[config.mk]
export PLATFORM = sky130hd
export DESIGN_NAME = fp_divsqrt_sched_flat
export DESIGN_NICKNAME = d
export VERILOG_FILES = /design/src/rtl/fp_divsqrt_sched_pkg.sv /design/src/rtl/fp_divsqrt_sched_if.sv /design/src/rtl/fp_divsqrt_sched_src_decode.sv /design/src/rtl/fp_divsqrt_sched.sv /design/src/flat_wrapper.sv
export SDC_FILE = /design/constraint.sdc
export NUM_CORES = 1
export LEC_CHECK = 0
export ABC_AREA = 1
export BUFFER_PORTS_ARGS = -buffer_cell sky130_fd_sc_hd__buf_2
export CAP_MARGIN = 0
export CORE_AREA = 5 5 44 84
export CTS_BUF_LIST = sky130_fd_sc_hd__clkbuf_8 sky130_fd_sc_hd__clkbuf_16
export CTS_CLUSTER_DIAMETER = 40
export DETAILED_ROUTE_END_ITERATION = 10
export DIE_AREA = 0 0 49 89
export PLACE_DENSITY = 0.81
export SLEW_MARGIN = 30
export SYNTH_ARGS = -nofsm -noshare
export SYNTH_HDL_FRONTEND = slang
export SYNTH_SLANG_ARGS = --single-unit
export TNS_END_PERCENT = 5
[constraint.sdc]
create_clock -name i_clk -period 1.1 [get_ports i_clk]
set_input_delay 0.11 -clock i_clk [delete_from_list [all_inputs] [get_ports i_clk]]
set_output_delay 0.11 -clock i_clk [all_outputs]
set_load 0.005 [all_outputs]
[src/rtl/fp_divsqrt_sched_pkg.sv]
// fp_pkg: opcode/funct7 constants, scheduler state and op-select encodings
package fp_pkg;
  localparam logic [6:0] OPCODE_FP       = 7'b1010011;
  localparam logic [6:0] OPCODE_LOAD_FP  = 7'b0000111;
  localparam logic [6:0] OPCODE_STORE_FP = 7'b0100111;
  localparam logic [6:0] OPCODE_FMADD    = 7'b1000011;
  localparam logic [6:0] OPCODE_FMSUB    = 7'b1000111;
  localparam logic [6:0] OPCODE_FNMSUB   = 7'b1001011;
  localparam logic [6:0] OPCODE_FNMADD   = 7'b1001111;
  localparam logic [6:0] FP_ADD          = 7'b0000000;
  localparam logic [6:0] FP_SUB          = 7'b0000100;
  localparam logic [6:0] FP_MUL          = 7'b0001000;
  localparam logic [6:0] FP_DIV          = 7'b0001100;
  localparam logic [6:0] FP_SQRT         = 7'b0101100;
  localparam logic [6:0] FP_SGNJ         = 7'b0010000;
  localparam logic [6:0] FP_MINMAX       = 7'b0010100;
  localparam logic [6:0] FP_CMP          = 7'b1010000;
  localparam logic [6:0] FP_CVT_W_S      = 7'b1100000;
  localparam logic [6:0] FP_CVT_S_W      = 7'b1101000;
  localparam logic [6:0] FP_MV_X_W       = 7'b1110000;
  localparam logic [6:0] FP_MV_W_X       = 7'b1111000;
  typedef enum logic [1:0] {ST_IDLE = 2'd0, ST_BUSY = 2'd1, ST_WB = 2'd2} state_e;
  typedef enum logic {OP_DIV = 1'b0, OP_SQRT = 1'b1} op_e;
endpackage

[src/rtl/fp_divsqrt_sched_if.sv]
// fp_divsqrt_sched_if: issue, unit, writeback and decode-hazard signals of the div/sqrt scheduler
interface fp_divsqrt_sched_if;
  logic       i_issue_valid;
  logic [6:0] i_issue_funct7;
  logic [4:0] i_issue_rd;
  logic       i_flush;
  logic       o_issue_ready;
  logic       o_illegal;
  logic       o_unit_start;
  logic       o_unit_op;
  logic       i_wb_slot_free;
  logic       o_wb_valid;
  logic [4:0] o_wb_rd;
  logic [6:0] i_dec_opcode;
  logic [6:0] i_dec_funct7;
  logic [4:0] i_dec_rs1;
  logic [4:0] i_dec_rs2;
  logic [4:0] i_dec_rs3;
  logic [4:0] i_dec_rd;
  logic       o_hazard_stall;
  logic       o_busy;
  modport master (
    output i_issue_valid, i_issue_funct7, i_issue_rd, i_flush, i_wb_slot_free,
    output i_dec_opcode, i_dec_funct7, i_dec_rs1, i_dec_rs2, i_dec_rs3, i_dec_rd,
    input  o_issue_ready, o_illegal, o_unit_start, o_unit_op, o_wb_valid, o_wb_rd,
    input  o_hazard_stall, o_busy
  );
  modport slave (
    input  i_issue_valid, i_issue_funct7, i_issue_rd, i_flush, i_wb_slot_free,
    input  i_dec_opcode, i_dec_funct7, i_dec_rs1, i_dec_rs2, i_dec_rs3, i_dec_rd,
    output o_issue_ready, o_illegal, o_unit_start, o_unit_op, o_wb_valid, o_wb_rd,
    output o_hazard_stall, o_busy
  );
endinterface

[src/rtl/fp_divsqrt_sched_src_decode.sv]
// fp_src_decode: which FP registers an instruction reads and whether it writes the FP file
module fp_src_decode
  import fp_pkg::*;
(
  input  logic [6:0] opcode,
  input  logic [6:0] funct7,
  output logic       uses_rs1,
  output logic       uses_rs2,
  output logic       uses_rs3,
  output logic       writes_fp_rd
);
  logic r4, fp;
  assign r4 = opcode inside {OPCODE_FMADD, OPCODE_FMSUB, OPCODE_FNMSUB, OPCODE_FNMADD};
  assign fp = opcode == OPCODE_FP;
  assign uses_rs1 = r4 | fp & ~(funct7 inside {FP_CVT_S_W, FP_MV_W_X});
  assign uses_rs2 = r4 | opcode == OPCODE_STORE_FP
                  | fp & (funct7 inside {FP_ADD, FP_SUB, FP_MUL, FP_DIV, FP_SGNJ, FP_MINMAX, FP_CMP});
  assign uses_rs3 = r4;
  assign writes_fp_rd = r4 | opcode == OPCODE_LOAD_FP
                      | fp & ~(funct7 inside {FP_CVT_W_S, FP_MV_X_W, FP_CMP});
endmodule

[src/rtl/fp_divsqrt_sched.sv]
// fp_divsqrt_sched: issues FDIV/FSQRT to the shared unit, times it, claims WB, stalls decode on hazards (sqrt gated by FP_SQRT_EN)
module fp_divsqrt_sched
  import fp_pkg::*;
#(
  parameter int DIV_LAT  = 12,
  parameter int SQRT_LAT = 14
) (
  input logic i_clk,
  input logic i_rst,
  fp_divsqrt_sched_if.slave bus
);
  localparam logic [1:0] IDLE = ST_IDLE;
  localparam logic [1:0] BUSY = ST_BUSY;
  localparam logic [1:0] WB   = ST_WB;
  localparam int CW = $clog2(DIV_LAT > SQRT_LAT ? DIV_LAT : SQRT_LAT);
  logic [1:0] state;
  logic [CW-1:0] cnt, lat;
  logic start, illegal, op, ready, acc, is_div, is_sqrt, go, bad, wb, pend, hit, dd;
  logic [4:0] rd;
  logic u1, u2, u3, wr;
  assign ready = state == IDLE & ~i_rst;
  assign acc = bus.i_issue_valid & ready & ~bus.i_flush;
  assign is_div = bus.i_issue_funct7 == FP_DIV;
  assign is_sqrt = bus.i_issue_funct7 == FP_SQRT;
`ifdef FP_SQRT_EN
  assign go = acc & (is_div | is_sqrt);
  assign bad = 1'b0;
  assign lat = is_sqrt ? CW'(SQRT_LAT - 1) : CW'(DIV_LAT - 1);
`else
  assign go = acc & is_div;
  assign bad = acc & is_sqrt;
  assign lat = CW'(DIV_LAT - 1);
`endif
  // accept, count down the unit latency, then hold in WB until the slot is free
  always_ff @(posedge i_clk) begin
    if (i_rst) begin
      state <= IDLE;
      cnt <= '0;
      start <= 1'b0;
      illegal <= 1'b0;
      op <= OP_DIV;
      rd <= '0;
    end else begin
      start <= go;
      illegal <= bad;
      if (go) begin
        state <= BUSY;
        cnt <= lat;
        rd <= bus.i_issue_rd;
        op <= is_sqrt;
      end else if (state == BUSY) begin
        if (cnt == '0) state <= WB;
        else cnt <= cnt - 1'b1;
      end else if (state == WB && wb) state <= IDLE;
    end
  end
  fp_src_decode u_dec (
    .opcode(bus.i_dec_opcode), .funct7(bus.i_dec_funct7),
    .uses_rs1(u1), .uses_rs2(u2), .uses_rs3(u3), .writes_fp_rd(wr)
  );
  assign wb = state == WB & bus.i_wb_slot_free;
  assign pend = state == BUSY | state == WB & ~wb;
  assign hit = u1 & bus.i_dec_rs1 == rd | u2 & bus.i_dec_rs2 == rd
             | u3 & bus.i_dec_rs3 == rd | wr & bus.i_dec_rd == rd;
  assign dd = bus.i_dec_opcode == OPCODE_FP & (bus.i_dec_funct7 == FP_DIV | bus.i_dec_funct7 == FP_SQRT);
  assign bus.o_hazard_stall = pend & (hit | dd);
  assign bus.o_issue_ready = ready;
  assign bus.o_illegal = illegal;
  assign bus.o_unit_start = start;
  assign bus.o_unit_op = op;
  assign bus.o_wb_valid = wb;
  assign bus.o_wb_rd = rd;
  assign bus.o_busy = state != IDLE;
endmodule

[src/flat_wrapper.sv]
// flat-port wrapper written by rule: the top's interface ports become plain ports
module fp_divsqrt_sched_flat import fp_pkg::*;
#(
  parameter int DIV_LAT  = 12,
  parameter int SQRT_LAT = 14
)
  (i_clk, i_rst, bus_i_issue_valid, bus_i_issue_funct7, bus_i_issue_rd, bus_i_flush, bus_i_wb_slot_free, bus_i_dec_opcode, bus_i_dec_funct7, bus_i_dec_rs1, bus_i_dec_rs2, bus_i_dec_rs3, bus_i_dec_rd, bus_o_issue_ready, bus_o_illegal, bus_o_unit_start, bus_o_unit_op, bus_o_wb_valid, bus_o_wb_rd, bus_o_hazard_stall, bus_o_busy);
  fp_divsqrt_sched_if bus_i ();
  input logic i_clk;
  input logic i_rst;
  input wire logic [$bits(bus_i.i_issue_valid)-1:0] bus_i_issue_valid;
  input wire logic [$bits(bus_i.i_issue_funct7)-1:0] bus_i_issue_funct7;
  input wire logic [$bits(bus_i.i_issue_rd)-1:0] bus_i_issue_rd;
  input wire logic [$bits(bus_i.i_flush)-1:0] bus_i_flush;
  input wire logic [$bits(bus_i.i_wb_slot_free)-1:0] bus_i_wb_slot_free;
  input wire logic [$bits(bus_i.i_dec_opcode)-1:0] bus_i_dec_opcode;
  input wire logic [$bits(bus_i.i_dec_funct7)-1:0] bus_i_dec_funct7;
  input wire logic [$bits(bus_i.i_dec_rs1)-1:0] bus_i_dec_rs1;
  input wire logic [$bits(bus_i.i_dec_rs2)-1:0] bus_i_dec_rs2;
  input wire logic [$bits(bus_i.i_dec_rs3)-1:0] bus_i_dec_rs3;
  input wire logic [$bits(bus_i.i_dec_rd)-1:0] bus_i_dec_rd;
  output wire logic [$bits(bus_i.o_issue_ready)-1:0] bus_o_issue_ready;
  output wire logic [$bits(bus_i.o_illegal)-1:0] bus_o_illegal;
  output wire logic [$bits(bus_i.o_unit_start)-1:0] bus_o_unit_start;
  output wire logic [$bits(bus_i.o_unit_op)-1:0] bus_o_unit_op;
  output wire logic [$bits(bus_i.o_wb_valid)-1:0] bus_o_wb_valid;
  output wire logic [$bits(bus_i.o_wb_rd)-1:0] bus_o_wb_rd;
  output wire logic [$bits(bus_i.o_hazard_stall)-1:0] bus_o_hazard_stall;
  output wire logic [$bits(bus_i.o_busy)-1:0] bus_o_busy;
  assign bus_i.i_issue_valid = bus_i_issue_valid;
  assign bus_i.i_issue_funct7 = bus_i_issue_funct7;
  assign bus_i.i_issue_rd = bus_i_issue_rd;
  assign bus_i.i_flush = bus_i_flush;
  assign bus_i.i_wb_slot_free = bus_i_wb_slot_free;
  assign bus_i.i_dec_opcode = bus_i_dec_opcode;
  assign bus_i.i_dec_funct7 = bus_i_dec_funct7;
  assign bus_i.i_dec_rs1 = bus_i_dec_rs1;
  assign bus_i.i_dec_rs2 = bus_i_dec_rs2;
  assign bus_i.i_dec_rs3 = bus_i_dec_rs3;
  assign bus_i.i_dec_rd = bus_i_dec_rd;
  assign bus_o_issue_ready = bus_i.o_issue_ready;
  assign bus_o_illegal = bus_i.o_illegal;
  assign bus_o_unit_start = bus_i.o_unit_start;
  assign bus_o_unit_op = bus_i.o_unit_op;
  assign bus_o_wb_valid = bus_i.o_wb_valid;
  assign bus_o_wb_rd = bus_i.o_wb_rd;
  assign bus_o_hazard_stall = bus_i.o_hazard_stall;
  assign bus_o_busy = bus_i.o_busy;
  fp_divsqrt_sched #(.DIV_LAT(DIV_LAT), .SQRT_LAT(SQRT_LAT)) u_core (.i_clk(i_clk), .i_rst(i_rst), .bus(bus_i));
endmodule
==> results.sh <==
export IMPL_status="finished, violations left"
export IMPL_violations="negative setup slack"
export IMPL_powerDensity_nw_per_um2=721
export IMPL_finalSetupViolations=13
export IMPL_cts_buffers_inserted=3
export IMPL_power_leakage_nw=0.984
export IMPL_critPathTopFamily="simple AND/OR/NAND/NOR gates"
export IMPL_grtUsageTotal=0.179
export IMPL_cp_cell_sequence="xor2_1 -> nor2_1 -> nand3_1 -> a21oi_2 -> nor2_1 -> nor2_1 -> buf_2"
export IMPL_antenna_cells=0
export IMPL_crit_path_max_fanout=5
export IMPL_start_kind="flip-flop"
export IMPL_fin_ws_ns=-0.461
export IMPL_netlist_instances=207
export IMPL_syn_num_nets=258
export IMPL_clk_latency_ns=0.24
export IMPL_yosys_area_share_simple=0.434
export IMPL_ys_ff_latch=14
export IMPL_synth_compound_area_share=0.115
export IMPL_fmax_ghz=0.640
export IMPL_syn_avg_cell_area_sq_um=5.54
export IMPL_yosysSeqAreaShare=0.245
export IMPL_stdcell_count=317
export IMPL_nets=339
export IMPL_tritoncts="done"
export IMPL_cap_violations=0
export IMPL_gp_congestion=0.849
export IMPL_core_area_sq_um=2940
export IMPL_yosysUniqueCellTypes=22
export IMPL_die_x_um=49
export IMPL_endpoint_kind="output pin"
export IMPL_hold_path_class="in2reg"
export IMPL_worstMarginPinSlew_ns=0.309
export IMPL_synth_fa_ha_area_frac=0
export IMPL_synth_warnings=0
export IMPL_cts_sinks=14
export IMPL_grt_pass1_wl_mm=6.31
export IMPL_initial_core_util=0.389
export IMPL_timing_rr_start="u_core.state[1]"
export IMPL_path_class="reg2out"
export IMPL_cp_slowest_cell="dfxtp_4"
export IMPL_placementRows=28
export IMPL_place_area_sq_um=1590
export IMPL_nFillCells=306
export IMPL_wl_per_cell_um=11.8
export IMPL_h_tree_depth=1
export IMPL_ios=63
export IMPL_grt_overflow_total=0
export IMPL_via_per_inst=4.89
export IMPL_critical_path_max_stage_delay_ns=0.37
export IMPL_syn_to_final_growth_pct=51.2
export IMPL_synth_mux_area_frac=0
export IMPL_synth_xor_xnor_area_share=0.0688
export IMPL_routed_wl_mm=3.74
export IMPL_min_from="bus_i_issue_rd[3]"
export IMPL_drive_gt1_frac=0.394
export IMPL_period_needed_ns=1.56
export IMPL_max_clock_path_buffers=2
export IMPL_critPathMostFrequentCell="nor2_1"
export IMPL_drt_iter0_markers=23
export IMPL_grt_max_degree=9
export IMPL_root_buffer="clkbuf_8"
export IMPL_rsz0062_at_grt="true"
export IMPL_hold_viol_final=0
export IMPL_cp_data_required_time_ns=0.99
export IMPL_antenna_left=0
export IMPL_clk_pin_slew_ns=0.05
export IMPL_drv_slew=0
export IMPL_skew_ns=0.00304
export IMPL_crit_arrival_ns=1.45
export IMPL_drc=0
export IMPL_cp_startpoint="u_core.bus.o_wb_rd[2]"
export IMPL_num_vias=1550
export IMPL_relSlewSlack=0.792
export IMPL_place_inst=311
export IMPL_dpl_hpwl_mm=3.14
export IMPL_die_area_sq_um=4360
export IMPL_syn_area_sq_um=1150
export IMPL_die_h_um=89
export IMPL_portBuffers=62
export IMPL_ir_drop_uv=789
export IMPL_stdcell_area_sq_um=1730
export IMPL_grt_pass1_vias=1590
export IMPL_period_share=1.42
export IMPL_drtPass1Iterations=4
export IMPL_antenna_found_initial=0
export IMPL_synth_top_family_by_area="simple AND/OR/NAND/NOR gates"
export IMPL_cp_buffers_inverters=1
export IMPL_cts_hold_buf=0
==> routing by layer <==
layer  track usage  up-vias  wire length [um]
met5             0        -                 0
met4        0.0882        0               113
met3        0.0250       11               241
met2         0.386       59              2160
met1         0.149      682              1230
li1              -      798                 -
==> path summary, 6_finish.rpt <==
path | depth (start not counted) | slack (ns) | end
worst max-delay path | 7 | -0.46 | bus_o_hazard_stall
worst min-delay path | 3 | 0.07 | u_core.bus.o_wb_rd[3]
worst max register to register | 7 | -0.06 | u_core.cnt[1]
worst min register to register | 2 | 0.42 | u_core.bus.o_unit_op
==> repair_timing <==
item                       CTS  global route
pin swaps                    1             8
setup endpoints to repair   14            15
gates resized for setup     11            17
setup buffers                0             2
==> area by class of cell <==
| cell class | instances | area, sq um | share of cell area |
|---|---|---|---|
| Multi-Input combinational cell | 151 | 757 | 0.437 |
| Clock buffer | 4 | 55.1 | 0.0318 |
| Timing Repair Buffer | 76 | 419 | 0.242 |
| Sequential cell | 14 | 299 | 0.173 |
| Tap cell | 30 | 37.5 | 0.0217 |
| Inverter | 42 | 165 | 0.0953 |
==> state kept, by name, summed over array words and instances, names as in the netlist <==
signal and flops:
u_core.bus.o_unit_start 1, u_core.bus.o_unit_op 1, u_core.state 2, u_core.bus.o_illegal 1
u_core.cnt 4, u_core.bus.o_wb_rd 5
==> cells in the mapped netlist <==
library cell	instances	area, sq um
nand2_1	57	214
inv_1	34	128
nor2_1	31	116
nand3_1	16	80.1
dfxtp_1	14	280
o21ai_0	12	60.1
inv_2	8	30.0
a21oi_1	6	30.0
xnor2_1	6	52.6
nor3_1	5	25.0
xor2_1	3	26.3
nand4_1	2	12.5
o21ai_1	2	10.0
o21bai_1	2	15.0
or2_0	2	12.5
a211oi_1	1	7.51
a21oi_2	1	8.76
nand2_2	1	6.26
nand3b_1	1	7.51
nor2_2	1	6.26
nor2_4	1	11.3
nor4_1	1	6.26
==> cell families after synthesis <==
family / Yosys count
and+or+nand+nor: 118
buffers and inverters: 42
AOI/OAI and AO/OA: 24
DFF: 14
xor gates and xnor gates: 9
==> metrics by stage <==
step	power (mW)	hold slack, ns	setup TNS (ns)	worst slack [ns]	util
detailed placement	0.761	0.322	-2.12	-0.219	0.541
finish	1.25	0.0732	-0.849	-0.461	0.589
global route	1.32	0.0942	-1.87	-0.605	0.589
floorplan	0.615	0.179	0	0.000772	-
global placement	0.758	0.314	-1.55	-0.217	0.541
CTS	1.26	0.0698	-0.704	-0.465	0.571
==> tightest hold or removal path: cells and delay by family <==
family | cells | cell delay, ns
AO/OA/AOI/OAI | 1 | 0.05
buffers and inverters | 1 | 0.08
AND/OR/NAND/NOR | 1 | 0.04
==> cells in the final DEF (no fill, tap or decap) <==
| cell type | count |
|---|---|
| buf_2 | 62 |
| nand2_1 | 54 |
| inv_1 | 33 |
| nor2_1 | 26 |
| nand3_1 | 13 |
| buf_4 | 13 |
| o21ai_0 | 9 |
| dfxtp_1 | 7 |
| inv_2 | 6 |
| nor2_2 | 6 |
| a21oi_1 | 6 |
| xnor2_1 | 6 |
| nor3_1 | 4 |
| o21ai_1 | 4 |
| clkbuf_8 | 4 |
| dfxtp_4 | 4 |
| inv_4 | 3 |
| nand3_2 | 3 |
| xor2_1 | 3 |
| nand2_2 | 3 |
| dfxtp_2 | 3 |
| nand4_1 | 2 |
| or2_0 | 2 |
| o21bai_1 | 2 |
| a21oi_2 | 1 |
| nand3b_1 | 1 |
| o21ai_2 | 1 |
| nor3_2 | 1 |
| nand2_4 | 1 |
| nor4_1 | 1 |
| nor2_4 | 1 |
| a211oi_1 | 1 |
| buf_6 | 1 |
==> power breakdown <==
part,internal (mW),switching [mW]
logic,0.126,0.130
registers,0.498,0.000614
clock network,0.317,0.178
total,0.941,0.309
(Power assumes the default switching activity.)
